**src/rtl/game_state_ctrl.sv**
```systemverilog
// game_state_ctrl
// Central MENU/RUN/PAUSE/OVER controller for the arena game. It takes the
// collide flags from the food and enemy position blocks plus the start and
// pause buttons. It drives the one-hot mode lines back to those blocks and
// keeps score, lives and the player radius.
//
// Ports:
//   clk            system clock
//   rst_n          synchronous active-low reset
//   btn_start      start/restart button (debounced, level)
//   btn_pause      pause toggle button (debounced, level)
//   food_collide   food collide flag (level, one slow tick long)
//   enemy_collide  enemy collide flags, bit i = enemy i+1
//   gamemenu       mode line: MENU
//   gamerun        mode line: RUN
//   gamepause      mode line: PAUSE (all mode lines low in OVER)
//   score          foods eaten this game (saturates at 255)
//   lives          remaining lives
//   player_r       player radius, feeds aR of every position block
//   game_over      high in OVER
//   win            valid in OVER: 1 = score target reached, 0 = out of lives
module game_state_ctrl #(
    parameter int R_INIT        = 10,
    parameter int R_STEP        = 2,
    parameter int R_MAX         = 40,
    parameter int LIVES_INIT    = 3,
    parameter int WIN_SCORE     = 10,
    parameter int INVULN_CYCLES = 100_000_000
) (
    input  logic       clk,
    input  logic       rst_n,
    input  logic       btn_start,
    input  logic       btn_pause,
    input  logic       food_collide,
    input  logic [3:0] enemy_collide,
    output logic       gamemenu,
    output logic       gamerun,
    output logic       gamepause,
    output logic [7:0] score,
    output logic [1:0] lives,
    output logic [9:0] player_r,
    output logic       game_over,
    output logic       win
);

    typedef enum logic [1:0] {
        S_MENU  = 2'd0,
        S_RUN   = 2'd1,
        S_PAUSE = 2'd2,
        S_OVER  = 2'd3
    } state_t;

    localparam logic [7:0]  LP_WIN_SCORE = 8'(WIN_SCORE);
    localparam logic [1:0]  LP_LIVES     = 2'(LIVES_INIT);
    localparam logic [9:0]  LP_R_INIT    = 10'(R_INIT);
    localparam logic [26:0] LP_INVULN    = 27'(INVULN_CYCLES);

    // Score increment that sticks at 255 instead of wrapping.
    function automatic logic [7:0] sat_inc_score(input logic [7:0] v);
        if (v == 8'hFF) begin
            return v;
        end
        return v + 8'd1;
    endfunction

    // Radius growth clamped to R_MAX.
    function automatic logic [9:0] grow_radius(input logic [9:0] r);
        logic [10:0] sum;
        sum = {1'b0, r} + 11'(R_STEP);
        if (sum > 11'(R_MAX)) begin
            return 10'(R_MAX);
        end
        return sum[9:0];
    endfunction

    state_t      r_state, w_state_nxt;
    logic        r_start_prev, r_pause_prev, r_food_prev;
    logic [3:0]  r_enemy_prev;
    logic [7:0]  r_score,  w_score_nxt;
    logic [1:0]  r_lives,  w_lives_nxt;
    logic [9:0]  r_radius, w_radius_nxt;
    logic [26:0] r_invuln, w_invuln_nxt;
    logic        r_win,    w_win_nxt;
    logic        r_gamemenu, r_gamerun, r_gamepause, r_game_over;

    logic w_start_ev, w_pause_ev, w_food_ev, w_enemy_ev;

    assign w_start_ev = btn_start & ~r_start_prev;
    assign w_pause_ev = btn_pause & ~r_pause_prev;
    assign w_food_ev  = food_collide & ~r_food_prev;
    // Simultaneous edges on several enemy bits collapse into one hit.
    assign w_enemy_ev = |(enemy_collide & ~r_enemy_prev);

    always_comb begin
        w_state_nxt  = r_state;
        w_score_nxt  = r_score;
        w_lives_nxt  = r_lives;
        w_radius_nxt = r_radius;
        w_invuln_nxt = r_invuln;
        w_win_nxt    = r_win;

        case (r_state)
            S_MENU: begin
                w_score_nxt  = 8'd0;
                w_lives_nxt  = LP_LIVES;
                w_radius_nxt = LP_R_INIT;
                w_invuln_nxt = 27'd0;
                w_win_nxt    = 1'b0;
                if (w_start_ev) begin
                    w_state_nxt = S_RUN;
                end
            end

            S_RUN: begin
                if (w_food_ev) begin
                    w_score_nxt  = sat_inc_score(r_score);
                    w_radius_nxt = grow_radius(r_radius);
                end
                if (r_invuln != 27'd0) begin
                    w_invuln_nxt = r_invuln - 27'd1;
                end
                // A counter at 1 reaches 0 on this edge, so a hit on that
                // cycle is already accepted.
                if (w_enemy_ev && (r_invuln <= 27'd1)) begin
                    w_lives_nxt  = r_lives - 2'd1;
                    w_invuln_nxt = LP_INVULN;
                end
                // Loss outranks win, and both outrank a pause request.
                if (w_lives_nxt == 2'd0) begin
                    w_state_nxt = S_OVER;
                    w_win_nxt   = 1'b0;
                end else if (w_score_nxt >= LP_WIN_SCORE) begin
                    w_state_nxt = S_OVER;
                    w_win_nxt   = 1'b1;
                end else if (w_pause_ev) begin
                    w_state_nxt = S_PAUSE;
                end
            end

            S_PAUSE: begin
                if (w_pause_ev) begin
                    w_state_nxt = S_RUN;
                end
            end

            S_OVER: begin
                // Reinitialise on the same edge so MENU is clean on entry.
                if (w_start_ev) begin
                    w_state_nxt  = S_MENU;
                    w_score_nxt  = 8'd0;
                    w_lives_nxt  = LP_LIVES;
                    w_radius_nxt = LP_R_INIT;
                    w_invuln_nxt = 27'd0;
                    w_win_nxt    = 1'b0;
                end
            end

            default: begin
                w_state_nxt = S_MENU;
            end
        endcase
    end

    always_ff @(posedge clk) begin
        if (!rst_n) begin
            r_state      <= S_MENU;
            // Prev registers start high so inputs held through reset
            // release do not register as edges.
            r_start_prev <= 1'b1;
            r_pause_prev <= 1'b1;
            r_food_prev  <= 1'b1;
            r_enemy_prev <= 4'hF;
            r_score      <= 8'd0;
            r_lives      <= LP_LIVES;
            r_radius     <= LP_R_INIT;
            r_invuln     <= 27'd0;
            r_win        <= 1'b0;
            r_gamemenu   <= 1'b1;
            r_gamerun    <= 1'b0;
            r_gamepause  <= 1'b0;
            r_game_over  <= 1'b0;
        end else begin
            r_state      <= w_state_nxt;
            r_start_prev <= btn_start;
            r_pause_prev <= btn_pause;
            r_food_prev  <= food_collide;
            r_enemy_prev <= enemy_collide;
            r_score      <= w_score_nxt;
            r_lives      <= w_lives_nxt;
            r_radius     <= w_radius_nxt;
            r_invuln     <= w_invuln_nxt;
            r_win        <= w_win_nxt;
            r_gamemenu   <= (w_state_nxt == S_MENU);
            r_gamerun    <= (w_state_nxt == S_RUN);
            r_gamepause  <= (w_state_nxt == S_PAUSE);
            r_game_over  <= (w_state_nxt == S_OVER);
        end
    end

    assign gamemenu  = r_gamemenu;
    assign gamerun   = r_gamerun;
    assign gamepause = r_gamepause;
    assign game_over = r_game_over;
    assign score     = r_score;
    assign lives     = r_lives;
    assign player_r  = r_radius;
    assign win       = r_win;

endmodule

```
**config.mk**
```make
export PLATFORM = sky130hd
export DESIGN_NAME = game_state_ctrl
export DESIGN_NICKNAME = d
export VERILOG_FILES = /design/src/rtl/game_state_ctrl.sv
export SDC_FILE = /design/constraint.sdc
export NUM_CORES = 1
export LEC_CHECK = 0
export ABC_AREA = 1
export BUFFER_PORTS_ARGS = -buffer_cell sky130_fd_sc_hd__buf_2
export CAP_MARGIN = 10
export CORE_ASPECT_RATIO = 0.5
export CORE_MARGIN = 2
export CORE_UTILIZATION = 55
export DETAILED_ROUTE_END_ITERATION = 10
export PLACE_DENSITY = 0.71
export SLEW_MARGIN = 20
export SYNTH_ARGS = -nofsm -noshare
export SYNTH_HDL_FRONTEND = slang
export SYNTH_SLANG_ARGS = --single-unit
```
**constraint.sdc**
```tcl
create_clock -name clk -period 2.2 [get_ports clk]
set_clock_uncertainty 0.2 [all_clocks]
set_input_delay 0.22 -clock clk [delete_from_list [all_inputs] [get_ports clk]]
set_output_delay 0.22 -clock clk [all_outputs]
set_load 0.05 [all_outputs]
```
**Word-level counts from Yosys, hierarchy flattened**

Index checks and enable logic that the tools add are counted.

- Flip-flop bits (word level): 61
- Latch bits: 0
- Input port bits: 9
- Memories: 0
- Bits in writable memories: 0
- Memory bits (read-only): 0
- Word-level logic and storage cells: 87

- Shifts and indexed selects: 0
- Div/mod/pow operators: 0
- $lt $le $gt $ge: 3
- Reduce and logical (&&, ||, !) cells: 11
- Bitwise operators: 8
- Add/sub/neg operators: 4
- Multipliers: 0
- Equality and inequality tests: 11
- Muxes and demuxes: 36

Operators with widths:

| cell | count |
|---|---|
| $mux W27 | 3 |
| $pmux W27 S3 | 1 |
| $mux W10 | 4 |
| $mux W8 | 5 |
| $pmux W10 S3 | 1 |
| $le A27 B1 Y1 const B | 1 |
| $reduce_bool A27 Y1 | 1 |
| $sub A27 B1 Y27 const B | 1 |
| $pmux W8 S3 | 1 |
| $mux W2 | 9 |
| $add A10 B2 Y11 const B | 1 |
| $gt A11 B6 Y1 const B | 1 |
| $mux W1 | 9 |
| $reduce_and A3 Y1 | 3 |
| $add A8 B1 Y8 const B | 1 |
| $eq A2 B2 Y1 const B | 4 |
| $eq A8 B8 Y1 const B | 1 |
| $ge A8 B4 Y1 const B | 1 |
| $pmux W2 S4 | 1 |
| $logic_not A2 Y1 | 3 |
| $ne A3 B3 Y1 const B | 2 |
| $pmux W2 S3 | 1 |
| $and A4 B4 Y4 | 1 |
| $eq A2 B1 Y1 const B | 2 |
| other kinds (10) | 15 |

**Logic depth before layout (Yosys ltp)**

- Depth in word-level cells: 12
- Gate-level depth with buffers: 18
- Mapped depth without buffers: 17

**Worst setup path after synthesis**

Ideal clock, no wire load.

- Path type: flip-flop to flip-flop
- Start point: reg r_radius[1] (netlist: player_r[1])
- End point: reg r_radius[3] (netlist: player_r[3])
- Arrival time: 2.124 ns
- Clock period less this slack: 2.449 ns
- Setup time: 0.126 ns
- Path slack: -0.249 ns
- Cell stages (with the launch flop): 10
- Buffers on the path: 0
- Cell sequence: dfxtp_1 ha_1 nand3_1 nand3b_1 xor2_1 nand2_1 a211oi_1 nand4_1 o21ai_0 nand2_1

- Longest elaborated chain between the ends: 8

RTL lines:

| element | line | text |
|---|---|---|
| start: declaration | 81 | `logic [9:0] r_radius, w_radius_nxt;` |
| start signal: assignment | 190 | `r_radius <= w_radius_nxt;` |
| $add A10 B2 Y11 (*) | 69 | `sum = {1'b0, r} + 11'(R_STEP);` |
| $gt A11 B6 Y1 | 70 | `if (sum > 11'(R_MAX)) begin` |
| $mux W1 | 70 |  |
| $mux W1 | 115 | `if (w_food_ev) begin` |
| $mux W1 | 102 | `case (r_state)` |
| $mux W10 (*) | 73 | `return sum[9:0];` |
| $mux W10 (*) | 115 |  |
| $pmux W10 S3 (*) | 102 |  |

Mark *: on every way between the ends. The rest lies on a longest branch, timed or not. The select of a mux whose other input is x is not followed.
A chain may end at the register's enable or synchronous reset.

**Worst setup path after layout**

- Start point: reg r_invuln[8]
- End point: reg r_invuln[3]

- Longest elaborated chain between the ends: 4
- Elaborated cells between the ends (all ways): 7
- Those cells by class: order compare: 1; eq/ne: 1; mux: 2; reduce/logical: 3

RTL lines:

| element | line | text |
|---|---|---|
| start: declaration | 82 | `logic [26:0] r_invuln, w_invuln_nxt;` |
| start signal: assignment | 191 | `r_invuln <= w_invuln_nxt;` |
| $le A27 B1 Y1 | 124 | `if (w_enemy_ev && (r_invuln <= 27'd1)) begin` |
| $logic_and A1 B1 Y1 | 124 |  |
| $ne A3 B3 Y1 (no source line) or $mux W27 (tied branches) | - |  |
| $reduce_and A3 Y1 (no source line) or $pmux W27 S3 (tied branches) | - |  |

Parallel ways exist; a longest one is shown, timed or not.

==> out/qor.txt <==
Register area share after synthesis: 34.4%
Vias in the first global route: 3167
Reg2reg start: r_invuln[8]$_SDFFE_PN0P_
DRT iter0 DRCs: 256
Routability congestion estimate: 0.873
Final min period: 2100 ps
CTS tree: yes
Slew HR: 59.0%
Worst Setup SP: r_invuln[8]$_SDFFE_PN0P_
Routed WL: 9.12 mm
First-pass GRT wire length: 13.9 mm
Pre-Repair DR Iteration Count: 5
Number of max-cap violations: 0
Reg2reg end: r_invuln[3]$_SDFFE_PN0P_
Int Pwr: 2450 uW
CTS sink cnt: 60
Pre-CTS setup slack: 22.2 ps
Syn_nets: 569
Worst Setup EP: r_invuln[3]$_SDFFE_PN0P_
ANT nets after route: 0
Max clock buf depth: 2
HP Class: primary input to flip-flop
Period Utilization, post-route: 95.5%
Final instance area: 0.00446 mm^2
CP bufs+invs: 3
WP data required: 2270 ps
Outcome: finished, final reports clean
CP delay by family, top: simple AND/OR/NAND/NOR gates
Count of input and output buffers: 32
Rows: 20
Final Core Density: 73.1%
Total CTS buffers: 9
Sequential share of power: 33.6%
Slowest CP cell: dfxtp_1
Synth top area cells: dfxtp_1, nand2_1, inv_1
Yosys top cell by area: dfxtp_1
Cells on worst reg2reg path: 14
Hold Crit Depth: 3
Avg Cell Area, Syn: 6.30 um^2
Initial Utilization: 57.3%
Clock slew seen by the registers of the worst setup and hold paths: 50 ps
Post-Syn Instances: 555
Grt total ovfl: 0
I/O pin cnt: 34
Htree depth: 3
Maximum vdd ir drop: 0.000522 V
Seq cells post-synth: 60
Die Height: 60.4 um
Netlist cell types: 31
Final Hold Vio Count: 0
Logic pwr share: 19.8%
Die W: 117 um
Critical Path Stages: 14
Fin Hold WS: 36.9 ps
Synthesized area: 0.00350 mm^2
CP peak stage delay: 360 ps
Avg WL per Cell: 12.9 um
Critical path class: flip-flop to flip-flop
Worst-Margin Slew: 609 ps
Die area: 0.00705 mm^2
N_diodes: 0
Remaining DRCs: 0
Share of the synthesized area in the top cell type: 34.4%
Area after DPL: 0.00384 mm^2
Fmax: 476 MHz
Endpoints failing setup: 0
CP cell instances: nor2_2 -> nand2_1 -> nor2_1 -> nand3_1 -> nand2_2 -> nand2_4 -> inv_4 -> nor2_4 -> nand2_2 -> nand2_4 -> buf_6 -> o21ai_0 -> inv_1 -> nor2_1
LEAKAGE: 0.00219 uW
Number of nets in the layout: 628
Detailed placement HPWL: 5.97 mm
Sw Pwr: 930 uW
Core area: 0.00611 mm^2
Pwr Density: 758 mW/mm^2
Area Overhead vs Synth: 27.7%
Switching Fraction: 27.5%
Clk pwr share: 46.6%
Root Driver: clkbuf_16
Clk_lat worst skew: 330 ps
Layout cell share with drive strength beyond 1: 23.6%
Initial antenna violation count: 0
Largest fanout on the critical path: 8
Total track usage: 25.8%
Yosys warnings: 0
Largest net degree at the start of global routing: 31
Max-slew violation count: 0
Worst Setup End Kind: flip-flop
Startpoint types: flip-flop
Reg2Reg Setup Slack: 100 ps
CP arrival: 2170 ps
Mean number of vias per cell: 5.21
Setup ws final: 99.8 ps
Via Count: 3680
[registers in the layout (all words and copies together) (netlist names)]
signal and count:
r_state 2, r_invuln 27, score 8, win 1, lives 2, r_pause_prev 1
gamepause 1, r_start_prev 1, r_enemy_prev 4, game_over 1, gamemenu 1, gamerun 1
r_food_prev 1, player_r 9
[layout by cell type, fill, tap and decap left out, drive strengths merged]
master        synthesis  layout
clkbuf                9      11
a21oi                41      41
a211oi                2       2
o21ai                29      29
xnor2                 1       1
or2                   1       1
conb                  1       1
nand3b                5       5
dfxtp                60      60
nor3b                 1       1
o22ai                 1       1
inv                  79      79
dlymetal6s4s          0       1
nand4                11      11
a31oi                 2       2
nand2               147     147
dlygate4sd3           0       6
nand3                42      42
clkinv                0       3
xor2                 11      11
o21bai                1       1
buf                   9      58
ha                    5       5
nor2                 80      80
nor3                 17      17
bufinv                0       3
[worst register-to-register path, stage by stage, from the launching register on]
cell     delay [ps]
dfxtp_1         360
nor2_2          150
nand2_1         120
nor2_1          160
nand3_1         110
nand2_2         120
nand2_4          70
inv_4            60
nor2_4           40
nand2_2          90
nand2_4         110
buf_6           170
o21ai_0         140
inv_1            50
nor2_1           90
[metal layers]
metal / track usage [%] / part of all wire, % / wire length (um)
met1: 31.5 / 47 / 4250
met2: 44.7 / 46 / 4220
met3: 8.09 / 5.8 / 526
met4: 7.90 / 1.3 / 117
met5: 0 / 0 / 0
[power by group through the flow]
| stage | combinational, uW | sequential (uW) | clock [uW] |
|---|---|---|---|
| 2_1_floorplan | 446 | 1160 | 0 |
| 3_3_place_gp | 595 | 1160 | 0 |
| 3_5_place_dp | 598 | 1160 | 0 |
| 4_1_cts | 618 | 1130 | 1600 |
| 5_1_grt | 739 | 1140 | 1650 |
| 6_report | 670 | 1140 | 1580 |
[worst min-delay path by stage]
stage / startpoint / endpoint
floorplan: enemy_collide[1] / r_enemy_prev[1]$_SDFF_PN1_
global placement: enemy_collide[1] / r_enemy_prev[1]$_SDFF_PN1_
detailed placement: enemy_collide[0] / r_enemy_prev[0]$_SDFF_PN1_
CTS: rst_n / r_food_prev$_SDFF_PN1_
global route: food_collide / r_food_prev$_SDFF_PN1_
finish: food_collide / r_food_prev$_SDFF_PN1_
[cells by family after synthesis]
group / after synthesis / share of synthesized area [%]
other: 1 / 0.107
and+or+nand+nor: 304 / 37.9
adders and majority gates: 5 / 1.79
buffers and inverters: 97 / 11.7
AOI/OAI and AO/OA: 76 / 11.2
DFF: 60 / 34.4
xor gates and xnor gates: 12 / 3.01
[final cells by class]
| class | count | area, um^2 |
|---|---|---|
| flip-flops and latches | 60 | 1230 |
| inverters | 79 | 312 |
| repair inverters | 1 | 8.76 |
| multi-input cells | 398 | 2040 |
| clock inverters | 5 | 100 |
| fillers | 532 | 1640 |
| repair buffers | 65 | 435 |
| clock buffers | 11 | 233 |
| well taps | 88 | 110 |
[per-stage QoR]
stage | setup TNS (ps) | instances | total power [uW]
final | 0 | 707 | 3380
after global routing | -22.7 | 707 | 3520
after global placement | 0 | 679 | 1750
after floorplan | 0 | 555 | 1610
after CTS | 0 | 702 | 3350
after detailed placement | 0 | 679 | 1750
[cell usage after synthesis]
library cell and n:
nand2_1 141, inv_1 74, nor2_1 74, dfxtp_1 60, nand3_1 42, a21oi_1 41, o21ai_0 29, nor3_1 16
nand4_1 11, xor2_1 11, clkbuf_1 9, ha_1 5, nand3b_1 5, nor2_2 5, buf_2 4, buf_6 4
nand2_2 4, inv_2 3, a211oi_1 2, a31oi_1 2, inv_4 2, nand2_4 2, buf_4 1, conb_1 1
nor2_4 1, nor3_4 1, nor3b_1 1, o21bai_1 1, o22ai_1 1, or2_2 1, xnor2_1 1
[repair_timing]
action                                 in CTS  in global routing
pin swaps                                   0                 14
cloned                                      0                  2
buffers inserted                            0                  4
hold buffers                                7                  0
gates resized for setup                     1                 66
setup endpoints to repair                   1                 35
endpoints found under the hold margin       7                  0
Note: power is estimated with default switching activity, not from simulation.
